--- config.mk ---
export PLATFORM = sky130hd
export DESIGN_NAME = seq_multiplier_param_flat
export DESIGN_NICKNAME = d
export VERILOG_FILES = /design/src/rtl/seq_multiplier_param_if.sv /design/src/rtl/seq_multiplier_param.sv /design/src/flat_wrapper.sv
export SDC_FILE = /design/constraint.sdc
export NUM_CORES = 1
export LEC_CHECK = 0
export BUFFER_PORTS_ARGS = -buffer_cell sky130_fd_sc_hd__buf_2
export CAP_MARGIN = 10
export CORE_UTILIZATION = 40
export CTS_CLUSTER_DIAMETER = 30
export DETAILED_ROUTE_END_ITERATION = 10
export PLACE_DENSITY = 0.66
export SLEW_MARGIN = 5
export SYNTH_ARGS = -nofsm -noshare
export SYNTH_HDL_FRONTEND = slang
export SYNTH_SLANG_ARGS = --single-unit
--- constraint.sdc ---
create_clock -name clk -period 7.3 [get_ports clk]
set_input_delay 1.46 -clock clk [delete_from_list [all_inputs] [get_ports clk]]
set_output_delay 1.46 -clock clk [all_outputs]
set_load 0.01 [all_outputs]
--- src/rtl/seq_multiplier_param_if.sv ---
// Start/done handshake and operand/result bus of the sequential multiplier.
// The requester drives operands and start; the multiplier returns product, busy and done.
interface seq_multiplier_param_if #(
  parameter int WIDTH = 8
);
  logic                 start;
  logic                 signed_mode;
  logic [WIDTH-1:0]     data1;
  logic [WIDTH-1:0]     data2;
  logic [2*WIDTH-1:0]   product;
  logic                 busy;
  logic                 done;

  modport master (
    output start, signed_mode, data1, data2,
    input  product, busy, done
  );

  modport slave (
    input  start, signed_mode, data1, data2,
    output product, busy, done
  );
endinterface

--- src/rtl/seq_multiplier_param.sv ---
// Radix-2 shift-add multiplier, WIDTH cycles per product, signed or unsigned per operation.
// Operands are converted to magnitudes on accept; the sign is reapplied when the result is stored.
module seq_multiplier_param #(
  parameter int WIDTH = 8
) (
  input  logic                   clk,
  input  logic                   reset_n,
  seq_multiplier_param_if.slave  bus
);

  localparam int CW = (WIDTH > 1) ? $clog2(WIDTH) : 1;
  localparam int PW = 2 * WIDTH;
  localparam logic [CW-1:0]    LAST  = CW'(WIDTH - 1);
  localparam logic [CW-1:0]    ONE_C = CW'(1);
  localparam logic [WIDTH-1:0] ONE_W = WIDTH'(1);
  localparam logic [PW-1:0]    ONE_P = PW'(1);

  typedef enum logic [1:0] {
    IDLE = 2'd0,
    RUN  = 2'd1,
    DONE = 2'd2
  } state_t;

  state_t            state_reg, state_next;
  logic [CW-1:0]     cnt_reg, cnt_next;
  logic [WIDTH-1:0]  mag1_reg, mag1_next;
  logic [WIDTH-1:0]  mag2_reg, mag2_next;
  logic              neg_reg, neg_next;
  logic [PW-1:0]     acc_reg, acc_next;
  logic [PW-1:0]     product_reg, product_next;

  logic              busy;
  logic              done;
  logic              accept;
  logic [PW-1:0]     acc_sum;
  logic [PW-1:0]     addend;

  logic [WIDTH-1:0]  opnd   [2];
  logic [WIDTH-1:0]  mag_in [2];
  logic              sgn_in [2];

  assign opnd[0] = bus.data1;
  assign opnd[1] = bus.data2;

  // |x| of the most negative value wraps to 2^(WIDTH-1), which is the correct unsigned magnitude
  for (genvar gi = 0; gi < 2; gi++) begin : g_mag
    assign sgn_in[gi] = bus.signed_mode & opnd[gi][WIDTH-1];
    assign mag_in[gi] = sgn_in[gi] ? (~opnd[gi] + ONE_W) : opnd[gi];
  end

  assign addend  = mag2_reg[0] ? ({{WIDTH{1'b0}}, mag1_reg} << cnt_reg) : '0;
  assign acc_sum = acc_reg + addend;

  always_comb begin
    state_next   = state_reg;
    cnt_next     = cnt_reg;
    mag1_next    = mag1_reg;
    mag2_next    = mag2_reg;
    neg_next     = neg_reg;
    acc_next     = acc_reg;
    product_next = product_reg;
    busy         = 1'b0;
    done         = 1'b0;
    accept       = 1'b0;

    case (state_reg)
      IDLE: begin
        accept = bus.start;
      end
      RUN: begin
        busy      = 1'b1;
        acc_next  = acc_sum;
        mag2_next = mag2_reg >> 1;
        cnt_next  = cnt_reg + ONE_C;
        // The final partial product is folded in on the same edge that stores the result
        if (cnt_reg == LAST) begin
          state_next   = DONE;
          cnt_next     = '0;
          product_next = neg_reg ? (~acc_sum + ONE_P) : acc_sum;
        end
      end
      DONE: begin
        done   = 1'b1;
        accept = bus.start;
        if (!bus.start) begin
          state_next = IDLE;
        end
      end
      default: begin
        state_next = IDLE;
      end
    endcase

    if (accept) begin
      state_next = RUN;
      mag1_next  = mag_in[0];
      mag2_next  = mag_in[1];
      neg_next   = sgn_in[0] ^ sgn_in[1];
      acc_next   = '0;
      cnt_next   = '0;
    end
  end

  always_ff @(posedge clk) begin
    if (reset_n) begin
      state_reg <= IDLE;
    end else begin
      state_reg <= state_next;
    end
  end

  always_ff @(posedge clk) begin
    if (reset_n) begin
      cnt_reg     <= '0;
      mag1_reg    <= '0;
      mag2_reg    <= '0;
      neg_reg     <= 1'b0;
      acc_reg     <= '0;
      product_reg <= '0;
    end else begin
      cnt_reg     <= cnt_next;
      mag1_reg    <= mag1_next;
      mag2_reg    <= mag2_next;
      neg_reg     <= neg_next;
      acc_reg     <= acc_next;
      product_reg <= product_next;
    end
  end

  assign bus.product = product_reg;
  assign bus.busy    = busy;
  assign bus.done    = done;

endmodule

--- src/flat_wrapper.sv ---
// flat-port wrapper written by rule: the top's interface ports become plain ports
module seq_multiplier_param_flat 
#(
  parameter int WIDTH = 8
)
  (clk, reset_n, bus_start, bus_signed_mode, bus_data1, bus_data2, bus_product, bus_busy, bus_done);
  seq_multiplier_param_if #(.WIDTH(WIDTH)) bus_i ();
  input  logic clk;
  input  logic reset_n;
  input wire logic [$bits(bus_i.start)-1:0] bus_start;
  input wire logic [$bits(bus_i.signed_mode)-1:0] bus_signed_mode;
  input wire logic [$bits(bus_i.data1)-1:0] bus_data1;
  input wire logic [$bits(bus_i.data2)-1:0] bus_data2;
  output wire logic [$bits(bus_i.product)-1:0] bus_product;
  output wire logic [$bits(bus_i.busy)-1:0] bus_busy;
  output wire logic [$bits(bus_i.done)-1:0] bus_done;
  assign bus_i.start = bus_start;
  assign bus_i.signed_mode = bus_signed_mode;
  assign bus_i.data1 = bus_data1;
  assign bus_i.data2 = bus_data2;
  assign bus_product = bus_i.product;
  assign bus_busy = bus_i.busy;
  assign bus_done = bus_i.done;
  seq_multiplier_param #(.WIDTH(WIDTH)) u_core (.clk(clk), .reset_n(reset_n), .bus(bus_i));
endmodule
==> impl_results.md <==
* Initial antenna violation count at 0
* Final antenna diode count at 0
* Comb power frac at between 10% and 20%
* # setup viols final at 0
* Crit. End Element: flip-flop
* GPL Wtd Cong at between 0.8 and 0.9
* Mapped Area at 0.003804 sq mm
* Post-DR wirelength/cell at around 14 um
* Largest net degree at the start of global routing at 38
* Final Net Count at 556
* Clock power frac at between 20% and 30%
* Post-DP Area at about 0.0041 sq mm
* Switch share at a little under a third
* Clk Latency, worst-skew pair at between 300 and 400 ps
* Via/cell ratio at ~5.4
* RSZ-0062 raised after global routing: false
* Max-Cap Viols at 0
* DP Wirelength at between 6000 and 7000 um
* Netlist cell types at just under 60
* Outcome: finished, final reports clean
* Die ar. at around 0.01 sq mm
* Post-Route Utilization at 44.86%
* GRT Overall Usage at a little under a fifth
* Detailed Route Iter0 Violations at between 150 and 200
* Crit path DAT at ~4500 ps
* PortBufs at 37
* Yosys reg bits at 54
* Pin slew with the least headroom to its limit at 1144 ps
* Req. time, crit path at approximately 7500 ps
* Seq/Total Area, Yosys at between 20% and 30%
* CTS Root Cell: clkbuf_8
* Minimum clock period at approximately 4300 ps
* Die W at between 90 and 100 um
* Post-CTS Hold Buffers at 0
* Period utilization at between 50% and 60%
* CTS Buf Count at 5
* Area delta synth->final at 8.980%
* Asr flop ratio synth at 0%
* Final hold violation count at 0
* Clk sinks at 54
* Count of flip-flops with a built-in enable after synthesis at 0
* Clock Skew at about 5.7 ps
* Die H at 99.52 um
* Vias in the first global route at between 3,000 and 4,000
* Total grt overflow at 0
* Total wire length at 9022 um
* Crit path kind: flip-flop to flip-flop
* Mapped Nets at roughly 540
* Syn. warnings at 0
* Post-route cell area at about 0.0041 sq mm
* Cell Rows at 35
* Met3 Wirelength at between 200 and 250 um
* Wl on met1 at ~4400 um
* Main synth FF type: dfxtp_1
* Maximum resistive drop on vdd at approximately 0.090 mV
* WHS at ~460 ps
* Starting density of the core at approximately 41%
* Peak fanout along the critical path at 15
* Global-route wire length before repair at about 15,000 um
* Detailed-route via count at 3,508
* Post-CTS setup buffers at 0
* Clock transition at the registers of the reported paths at 100 ps
* Drt drc at 0
* F_max at 233.7 MHz
* Worst Hold Class: flip-flop to flip-flop
* Sw Pwr at roughly 190 uW
* Critical path startpoint category: flip-flop
* Met2 routed WL at ~4200 um
* Pint at between 400 and 500 uW
* Maximum clock insertion buffer count at 2
* Share of cells above drive strength 1 at 13.18%
* Top sig layer: met4
* Max-slew violations at 0
* CTS resizes at 0
* TritonCTS clock tree: built
* Post-Synthesis Cells at 500
* Fillers at between 900 and 1,000
* Core outline area at around 0.0092 sq mm
* P per Cell Area at around 150 mW/mm^2
* Mapped Avg Cell Area at 7.607 sq um
* H-tree depth at 2
* I/O pins at 38
* Sequential share of power at 51.6%
* Worst rel slew slack at 23.60%
* Total Negative Setup Slacks at 0 ps
* Leak pwr at 0.001667 uW
* Final ANT Viol Nets at 0
* TritonRoute pass-1 iters at 5
==> worst max-delay path, stage by stage, from the launching register on <==
cell and delay [ps]:
dfxtp_1 680, mux2_2 410, o21ai_0 230, o21ai_0 110, and2_1 180, ha_1 380, a21oi_1 300, o211ai_2 170
nand4_1 110, or3b_1 450, or4_4 490, o41ai_2 370, xor2_1 100, a211oi_1 220
==> cell families after synthesis <==
kind of cell / share of synthesized area, %
AOI/OAI and AO/OA: 24.28
xor gates and xnor gates: 7.368
adders and majority gates: 7.105
buffers and inverters: 5.099
DFF: 28.42
muxes: 3.553
and+or+nand+nor: 24.18
==> per-layer routing <==
layer | up-vias | GRT usage [%]
met5 | - | 0
met4 | 0 | 5.656
met3 | 10 | 2.389
met2 | 73 | 31.36
met1 | 1621 | 25.96
li1 | 1804 | -
==> power by group through the flow <==
stage / Sequential [uW] / Combinational (uW) / Clock (uW)
final: 317 / 116 / 180
after global routing: 319 / 130 / 198
after CTS: 316 / 116 / 186
after detailed placement: 323 / 116 / 0
after global placement: 323 / 114 / 0
after floorplan: 317 / 91.1 / 0
==> path summary, 6_finish.rpt <==
path / start / to / slack, ps / depth (start not counted)
worst min-delay path: u_core.bus.product[7]$_SDFFE_PP0P_ / u_core.bus.product[7]$_SDFFE_PP0P_ / 460 / 2
worst min register to register: u_core.bus.product[7]$_SDFFE_PP0P_ / u_core.bus.product[7]$_SDFFE_PP0P_ / 460 / 2
worst max-delay path: u_core.cnt_reg[1]$_SDFFE_PP0P_ / u_core.bus.product[14]$_SDFFE_PP0P_ / 3020 / 13
worst max register to register: u_core.cnt_reg[1]$_SDFFE_PP0P_ / u_core.bus.product[14]$_SDFFE_PP0P_ / 3020 / 13
==> placed cells by master, fill, tap and decap left out, types with 8 or more instances in the layout <==
| master | count |
|---|---|
| nand2_1 | 74 |
| nor2_1 | 58 |
| dfxtp_1 | 54 |
| a21oi_1 | 37 |
| buf_2 | 37 |
| a211oi_1 | 20 |
| ha_1 | 20 |
| inv_1 | 19 |
| xor2_1 | 19 |
| o21ai_0 | 14 |
| nor3_1 | 14 |
| nand3_1 | 13 |
| xnor2_1 | 13 |
| mux2i_1 | 9 |
| a311oi_1 | 9 |
| nor2b_1 | 8 |
==> per-stage QoR <==
| stage | total power (uW) | std cells | worst slack [ps] |
|---|---|---|---|
| 6_report | 613.3 | 645 | 3020 |
| 5_1_grt | 646.6 | 645 | 2672 |
| 4_1_cts | 618.9 | 645 | 3062 |
| 3_5_place_dp | 438.6 | 637 | 3075 |
| 3_3_place_gp | 437.1 | 637 | 3204 |
| 2_1_floorplan | 407.7 | 500 | 3418 |
==> final cells by class <==
cell class | instances | area (sq um) | area share [%]
well taps | 129 | 161.4 | 3.894
inverters | 19 | 71.32 | 1.720
clock inverters | 1 | 8.758 | 0.2113
flip-flops and latches | 54 | 1081 | 26.08
multi-input cells | 395 | 2529 | 61.00
repair buffers | 40 | 207.7 | 5.011
clock buffers | 7 | 86.33 | 2.083
==> cell usage after synthesis, types with 3 or more instances <==
cell type | n | area [sq um]
mux2i_1 | 9 | 90.09
o21ai_0 | 14 | 70.07
nand2b_1 | 5 | 31.28
or3_1 | 4 | 25.02
o41ai_1 | 4 | 35.03
nor3_1 | 14 | 70.07
nand3b_1 | 3 | 22.52
nand4_1 | 3 | 18.77
a311oi_1 | 9 | 78.83
o31ai_1 | 4 | 30.03
xor2_1 | 19 | 166.4
o21a_1 | 4 | 30.03
and2_1 | 4 | 25.02
a21o_1 | 6 | 45.04
and3_1 | 3 | 18.77
inv_1 | 19 | 71.32
ha_1 | 20 | 250.2
buf_1 | 5 | 18.77
a2111oi_2 | 3 | 45.04
a21oi_1 | 37 | 185.2
dfxtp_1 | 54 | 1081
xnor2_1 | 13 | 113.9
nand2_1 | 74 | 277.8
clkbuf_1 | 25 | 93.84
a211oi_1 | 20 | 150.1
nand3_1 | 13 | 65.06
nor2_1 | 58 | 217.7
a31oi_1 | 5 | 31.28
mux2_2 | 4 | 45.04
nor2b_1 | 8 | 50.05
Power figures use the tool's default switching activity.
